===== src/rtl/vote_logger.sv =====
// vote_logger
//   Voting-machine front end. Each raw candidate button is passed through a
//   2-FF synchronizer and a counter-based debouncer. A small FSM turns a
//   debounced press into exactly one tally increment, enforces a lockout
//   window after each accepted vote, and discards multi-button presses.
//
// Ports
//   clk                       system clock, rising edge
//   rst                       asynchronous reset, active low
//   mode                      0 = voting, 1 = result display (tallies frozen)
//   button1..button4          raw asynchronous candidate buttons, active high
//   candidate1..4_button_press debounced button levels
//   candidate1..4_vote        8-bit saturating vote tallies
//   valid_vote_casted         one-cycle pulse per accepted vote
//   vote_rejected             one-cycle pulse per discarded multi-button press
module vote_logger #(
    parameter int DEBOUNCE_CYCLES = 10,
    parameter int LOCKOUT_CYCLES  = 10
) (
    input  logic       clk,
    input  logic       rst,
    input  logic       mode,
    input  logic       button1,
    input  logic       button2,
    input  logic       button3,
    input  logic       button4,
    output logic       candidate1_button_press,
    output logic       candidate2_button_press,
    output logic       candidate3_button_press,
    output logic       candidate4_button_press,
    output logic [7:0] candidate1_vote,
    output logic [7:0] candidate2_vote,
    output logic [7:0] candidate3_vote,
    output logic [7:0] candidate4_vote,
    output logic       valid_vote_casted,
    output logic       vote_rejected
);

    localparam logic [15:0] DB_LAST   = 16'(DEBOUNCE_CYCLES - 1);
    localparam logic [15:0] LOCK_LOAD = 16'(LOCKOUT_CYCLES - 1);

    typedef enum logic [1:0] {
        IDLE         = 2'd0,
        LOCKOUT      = 2'd1,
        WAIT_RELEASE = 2'd2
    } state_t;

    logic [3:0]  btn_raw;
    logic [3:0]  s1;
    logic [3:0]  s2;
    logic [3:0]  db;
    logic [15:0] db_cnt [4];

    state_t      state;
    logic [15:0] lock_cnt;
    logic [7:0]  tally [4];

    logic        single_press;
    logic        multi_press;
    logic [1:0]  sel;
    logic [2:0]  n_db;

    // Tally increment that sticks at full scale instead of wrapping.
    function automatic logic [7:0] sat_inc(input logic [7:0] v);
        return (v == 8'hFF) ? v : v + 8'd1;
    endfunction

    assign btn_raw = {button4, button3, button2, button1};

    // Synchronizer + debouncer. The counter measures how long s2 has
    // disagreed with the debounced level; any agreement restarts it, so
    // only an unbroken run of DEBOUNCE_CYCLES flips the level.
    always_ff @(posedge clk or negedge rst) begin
        if (!rst) begin
            s1 <= '0;
            s2 <= '0;
            db <= '0;
            for (int i = 0; i < 4; i++) begin
                db_cnt[i] <= '0;
            end
        end else begin
            s1 <= btn_raw;
            s2 <= s1;
            for (int i = 0; i < 4; i++) begin
                if (s2[i] == db[i]) begin
                    db_cnt[i] <= '0;
                end else if (db_cnt[i] == DB_LAST) begin
                    db[i]     <= ~db[i];
                    db_cnt[i] <= '0;
                end else begin
                    db_cnt[i] <= db_cnt[i] + 16'd1;
                end
            end
        end
    end

    always_comb begin
        n_db = {2'b00, db[0]} + {2'b00, db[1]} + {2'b00, db[2]} + {2'b00, db[3]};
        single_press = (n_db == 3'd1);
        multi_press  = (n_db >= 3'd2);
        sel = 2'd0;
        case (db)
            4'b0010: sel = 2'd1;
            4'b0100: sel = 2'd2;
            4'b1000: sel = 2'd3;
            default: sel = 2'd0;
        endcase
    end

    // Vote FSM. Display mode overrides everything and parks the FSM in
    // WAIT_RELEASE, so a button held across the mode switch must be
    // released before it can vote.
    always_ff @(posedge clk or negedge rst) begin
        if (!rst) begin
            state             <= IDLE;
            lock_cnt          <= '0;
            valid_vote_casted <= 1'b0;
            vote_rejected     <= 1'b0;
            for (int i = 0; i < 4; i++) begin
                tally[i] <= '0;
            end
        end else begin
            valid_vote_casted <= 1'b0;
            vote_rejected     <= 1'b0;
            if (mode) begin
                state <= WAIT_RELEASE;
            end else begin
                case (state)
                    IDLE: begin
                        if (single_press) begin
                            tally[sel]        <= sat_inc(tally[sel]);
                            valid_vote_casted <= 1'b1;
                            lock_cnt          <= LOCK_LOAD;
                            state             <= LOCKOUT;
                        end else if (multi_press) begin
                            vote_rejected <= 1'b1;
                            state         <= WAIT_RELEASE;
                        end
                    end
                    LOCKOUT: begin
                        if (lock_cnt == 16'd0) begin
                            state <= WAIT_RELEASE;
                        end else begin
                            lock_cnt <= lock_cnt - 16'd1;
                        end
                    end
                    WAIT_RELEASE: begin
                        if (db == 4'b0000) begin
                            state <= IDLE;
                        end
                    end
                    default: state <= IDLE;
                endcase
            end
        end
    end

    assign candidate1_button_press = db[0];
    assign candidate2_button_press = db[1];
    assign candidate3_button_press = db[2];
    assign candidate4_button_press = db[3];

    assign candidate1_vote = tally[0];
    assign candidate2_vote = tally[1];
    assign candidate3_vote = tally[2];
    assign candidate4_vote = tally[3];

endmodule


===== config.mk =====
export PLATFORM = sky130hd
export DESIGN_NAME = vote_logger
export DESIGN_NICKNAME = d
export VERILOG_FILES = /design/src/rtl/vote_logger.sv
export SDC_FILE = /design/constraint.sdc
export NUM_CORES = 1
export LEC_CHECK = 0
export ABC_AREA = 1
export CAP_MARGIN = 20
export CORE_AREA = 2 2 135 111
export CTS_CLUSTER_DIAMETER = 80
export DETAILED_ROUTE_END_ITERATION = 8
export DIE_AREA = 0 0 137 113
export GPL_ROUTABILITY_DRIVEN = 0
export PLACE_DENSITY_LB_ADDON = 0.25
export SYNTH_ARGS = -nofsm -noshare
export SYNTH_HDL_FRONTEND = slang
export SYNTH_SLANG_ARGS = --single-unit

===== constraint.sdc =====
create_clock -name clk -period 5.3 [get_ports clk]
set_input_delay 1.06 -clock clk [delete_from_list [all_inputs] [get_ports clk]]
set_output_delay 1.06 -clock clk [all_outputs]
set_load 0.05 [all_outputs]

==> out/results.txt, run 1 <==
fraction of layout cells with a size suffix above 1 = 7.51%
Slew @ Worst Pin = 0.775 ns
post-CTS setup buffer count = 0
Tcrit/Tclk final = 65.2%
first-iteration detailed-routing DRC count = 418
core area = 14100 sq um
IO Pins = 45
hold_ws = 0.348 ns
Hold Path Depth = 0
Vias = 5755
Slew Limit Fails = 0
Clock Sinks = 128
critical path type = reg -> reg
crit-path max FO = 11
pwr dens = 401 nW/um^2
clock skew = 0.0103 ns
Layout Area Growth over Synthesis = 18.1%
clock latency on the worst-skew pair = 0.42 ns
Synth Cell Area = 6910 sq um
TritonCTS Buffers = 17
Lkg Pwr = 3.75 nW
area of the die = 15500 sq um
CTS tree = done
R2R Setup Slk = 1.84 ns
met2 WL post-DR = 6.80 mm
total track usage = 22.6%
Tot Pwr = 3.27 mW
Relative slew margins = 48.4%
M1 wire length = 7.69 mm
Clock transition at path regs = 0.06 ns
#FFs+latches synth = 128
first-pass GRT wire length = 27.4 mm
post_cts resized = 0
top cell type's share of synthesized area = 46.4%
Post-Layout Cell Count = 1116
Synth cell types = 39
Post-synth top cells = 180 x nand2_1, 139 x nor2_1, 128 x dfrtp_1, 107 x inv_1, 67 x nand3_1
crit path DAT = 3.77 ns
H-tree levels = 4
Max VDD drop = 0.243 mV
setup violators final = 0
Starting Density = 49.1%
Final Hold Viols = 0
status = complete, no violations
crit path time final = 3.46 ns
DRT Pass-1 Iters = 5
WL met3 = 790 um
largest net degree at the start of global routing = 88
number of global-route vias before repair = 5632
Yosys top cell by area = dfrtp_1
Synthesis Warnings = 0
synthesized area per cell = 7.97 sq um
cell with the most instances after synthesis = nand2_1
Critical Path Start Type = register
Routed WL per cell = 13.9 um
placed insts = 1084
Net Count, Synth = 889
Site Rows = 39
fin nets = 942
Residual DRC = 0
sequential area share after synthesis = 46.4%
DRT antenna net count = 0
fmax = 289 MHz
Max Cap Viol = 0
top layer in use = met4
port buffer count = 44
kind of end point of the critical path = register
cell depth of the worst flop-to-flop path = 14
Post-Route WL = 15.5 mm
DP Wirelength = 11.1 mm
CTS Hold Bufs = 0
data required time at the worst endpoint = 5.61 ns
top cells by area, synth = dfrtp_1 46%, nand2_1 9.8%, nor2_1 7.6%
initial antenna violation count = 0
number of vias per cell = 5.16
asr flop ratio synth = 100%
Filler Cells Inserted = 1262
Post-synth top flop = dfrtp_1
GRT overflow = 0
RSZ-0062 raised after global routing = false
Max Root-Sink Buffers = 2
DIE WIDTH = 137 um
Synth Instances = 866
Final TNS setup = 0 ns
Antenna Cells = 0
DIE HEIGHT = 113 um
HP Class = reg -> reg
EDFF count, synth = 0
Clk Tree Root Cell = clkbuf_16
==> stage by stage <==
stage,area [sq um],utilization [%],setup slack (ns)
final,8160,58.0,1.84
after floorplan,6910,-,2.41
after global routing,8160,58.0,1.53
after global placement,7520,53.5,2.05
after CTS,8160,58.0,1.86
after detailed placement,7520,53.5,1.91
==> registers in the layout, summed over array words and instances, names as in the netlist, 4 cells and up <==
register / cells
candidate3_vote: 8
s2: 4
candidate2_vote: 8
db: 4
db_cnt: 64
candidate1_vote: 8
s1: 4
lock_cnt: 16
candidate4_vote: 8
==> metal layers <==
metal | GRT usage [%] | vias to the layer above
li1 | - | 2910
met1 | 32.6 | 2702
met2 | 33.0 | 128
met3 | 6.41 | 15
met4 | 6.94 | 0
met5 | 0 | -
==> layout make-up <==
class / instances / area, sq um / area share (%)
multi-input cells: 616 / 3220 / 39.5
flip-flops and latches: 128 / 3200 / 39.3
clock buffers: 22 / 474 / 5.81
repair buffers: 46 / 457 / 5.60
inverters: 110 / 413 / 5.06
well taps: 184 / 230 / 2.82
clock inverters: 10 / 158 / 1.93
==> worst max-delay path, cell delays in order (launching register included) <==
cell and delay, ns:
dfrtp_1 0.65, inv_2 0.13, fa_1 0.50, inv_1 0.05
ha_1 0.19, inv_1 0.06, ha_1 0.21, inv_1 0.07
nand3b_1 0.12, nor3_1 0.20, inv_1 0.15, nor2_1 0.58
inv_1 0.26, nand2_1 0.11, nand2_1 0.06
==> cells in the final DEF, fill, tap and decap left out, drive strengths merged <==
master / n
nand2: 191
nor2: 150
dfrtp: 128
inv: 110
nand3: 74
clkdlybuf4s50: 43
a21oi: 27
o21ai: 26
xor2: 25
nor3: 25
clkbuf: 22
nand4: 21
nor3b: 16
ha: 15
nor4: 12
nand3b: 10
a31oi: 9
bufinv: 4
o21bai: 4
xnor2: 3
clkinvlp: 3
clkinv: 3
buf: 3
o22ai: 2
or2: 2
o31ai: 1
mux2: 1
a21o: 1
fa: 1
==> worst paths after layout <==
kind | end | startpoint
setup / recovery | candidate2_vote[2] | db[3]
hold / removal | s2[2] | s1[2]
setup reg to reg | candidate2_vote[2] | db[3]
hold reg to reg | s2[2] | s1[2]
max in group asynchronous | candidate1_vote[7] | rst
min in group asynchronous | lock_cnt[13] | rst
==> cells by family after synthesis <==
group	after synthesis	share of synthesized area, %
compound gates	70	5.54
xor+xnor	28	3.55
fa+ha+maj	16	3.01
buf+inv	122	6.98
flops	128	46.4
mux	1	0.163
simple gates	501	34.4
==> report_power, final <==
part / switching, mW / internal (mW) / total, mW
sequential: 0.0941 / 1.06 / 1.15
combinational: 0.596 / 0.277 / 0.873
clock: 0.427 / 0.821 / 1.25
total: 1.12 / 2.16 / 3.27
(Power assumes the default switching activity.)
==> inputs of run 2 (changes only) <==
==> constraint.sdc (replaced) <==
create_clock -name clk -period 3 [get_ports clk]
set_input_delay 0.6 -clock clk [delete_from_list [all_inputs] [get_ports clk]]
set_output_delay 0.6 -clock clk [all_outputs]
set_load 0.05 [all_outputs]
==> run 2 against run 1 <==
Effect of this change: global-route usage decreased by 0.70 points; sequential share of layout area decreased by 0.76 points; power increased by 80%; wire length increased by 1.4%; maximum frequency increased by 26%; critical path type unchanged; largest cell class unchanged; highest routed layer unchanged.
==> out/results.txt, run 2 (synthesis results as in run 1) <==
internal power = 3.91 mW
fin nets = 958
M3 GR Usage = 6.41%
TritonCTS Buffers = 17
largest net degree at the start of global routing = 66
Tcrit/Tclk final = 91.2%
crit-path max FO = 11
DRT Pass-1 Iters = 5
DIE WIDTH = 137 um
DIE HEIGHT = 113 um
Relative slew margins = 59.7%
initial antenna violation count = 0
Post-Route WL = 15.7 mm
DP Wirelength = 11.1 mm
HP Class = in -> async
fraction of layout cells with a size suffix above 1 = 9.29%
Tot Pwr = 5.91 mW
Slew @ Worst Pin = 0.605 ns
Antenna Cells = 0
Routed WL per cell = 13.9 um
Max Cap Viol = 0
Final Util = 59.2%
Slew Limit Fails = 0
RSZ-0062 raised after global routing = false
first-iteration detailed-routing DRC count = 415
GRT overflow = 0
sw frac = 33.8%
critical path type = reg -> reg
most flop-heavy register = db_cnt
biggest regs = db_cnt x64, lock_cnt x16
crit path DAT = 3.04 ns
data required time at the worst endpoint = 3.30 ns
CTS tree = done
first-pass GRT wire length = 26.4 mm
H-tree levels = 4
Clock Sinks = 128
Residual DRC = 0
pwr dens = 710 nW/um^2
Max VDD drop = 0.613 mV
Comb pwr share = 27.1%
IO Pins = 45
Max Root-Sink Buffers = 2
R2R Setup Slk = 0.26 ns
Lkg Pwr = 3.84 nW
total track usage = 21.9%
hold_ws = 0.159 ns
met1 GRT Util = 31.9%
max reg flops = 64
number of global-route vias before repair = 5449
Layout Area Growth over Synthesis = 20.4%
Seq pwr share = 33.9%
core area = 14100 sq um
fmax = 365 MHz
met2 GRT Util = 31.7%
status = complete, no violations
busiest grt layer = met1
Starting Density = 49.1%
Clk Tree Root Cell = clkbuf_16
Clk pwr share = 39.0%
Site Rows = 39
DRT antenna net count = 0
clock skew = 0.00940 ns
crit path time final = 2.74 ns
Post-Layout Cell Count = 1131
Final TNS setup = 0 ns
placed insts = 1097
cell depth of the worst flop-to-flop path = 15
most common cell after layout, fill and taps aside = nand2_1
kind of end point of the critical path = register
area of the die = 15500 sq um
Final Hold Viols = 0
port buffer count = 44
Clock transition at path regs = 0.06 ns
Critical Path Start Type = register
NetSw = 2.00 mW
Vias = 5791
clock latency on the worst-skew pair = 0.43 ns
number of vias per cell = 5.12
setup violators final = 0
most frequent cells in the layout = 180 x nand2_1, 139 x nor2_1, 128 x dfrtp_1
run 2: worst max-delay path, cell delays in order, from the launching register on:
cell      delay (ns)
dfrtp_1         0.34
inv_1           0.09
fa_1            0.55
inv_1           0.04
ha_1            0.19
inv_1           0.06
ha_1            0.21
inv_1           0.07
nand3b_1        0.12
nand2_1         0.11
inv_1           0.05
nor3_1          0.22
nand2_2         0.21
buf_4           0.22
nand2_1         0.05
o21ai_0         0.07
run 2: through the flow:
stage,worst slack [ns],instance area [sq um]
floorplan,0.106,6910
CTS,0.246,8290
global route,0.0358,8320
finish,0.264,8320
detailed placement,0.265,7630
global placement,0.285,7630
run 2: layout make-up:
| class | count | area [sq um] |
|---|---|---|
| timing repair buffer | 62 | 589 |
| fill | 1255 | 5740 |
| inverter | 110 | 413 |
| clock inverter | 12 | 206 |
| sequential | 128 | 3200 |
| clock buffer | 19 | 453 |
| multi-input combinational | 616 | 3220 |
| tap | 184 | 230 |
run 2: power by group through the flow:
stage	logic (mW)	registers, mW	clock network [mW]
detailed placement	1.57	2.03	0
finish	1.60	2.00	2.30
CTS	1.58	2.00	2.33
global placement	1.55	2.03	0
floorplan	1.00	2.18	0
global route	1.76	2.02	2.43
run 2: path summary, 6_finish.rpt:
kind	startpoint	endpoint
worst max-delay path	db[0]	lock_cnt[13]
worst min-delay path	rst	lock_cnt[10]
worst max register to register	db[0]	lock_cnt[13]
worst min register to register	s1[2]	s2[2]
max in group asynchronous	rst	db_cnt[46]
min in group clk	s1[2]	s2[2]
run 2: repair_timing:
action,4_1_cts,5_1_grt
setup endpoints to repair,0,8
gates resized for setup,0,1
buffers inserted,0,3
hold buffers,0,0
run 2: metal layers:
| layer | share of wire, % | wire length [um] |
|---|---|---|
| met1 | 50 | 7860 |
| met2 | 44 | 6880 |
| met3 | 5.2 | 813 |
| met4 | 1.0 | 159 |
| met5 | 0 | 0 |
==> inputs of run 3 (changes only) <==
--- a/config.mk
+++ b/config.mk
@@ -8,11 +8,12 @@
 export ABC_AREA = 1
 export CAP_MARGIN = 20
 export CORE_AREA = 2 2 135 111
-export CTS_CLUSTER_DIAMETER = 80
+export CTS_CLUSTER_DIAMETER = 50
 export DETAILED_ROUTE_END_ITERATION = 8
 export DIE_AREA = 0 0 137 113
 export GPL_ROUTABILITY_DRIVEN = 0
 export PLACE_DENSITY_LB_ADDON = 0.25
+export SLEW_MARGIN = 10
 export SYNTH_ARGS = -nofsm -noshare
 export SYNTH_HDL_FRONTEND = slang
 export SYNTH_SLANG_ARGS = --single-unit
==> results of run 3 <==
Same layout as run 2: the final DEF is identical, and so are final timing and power.
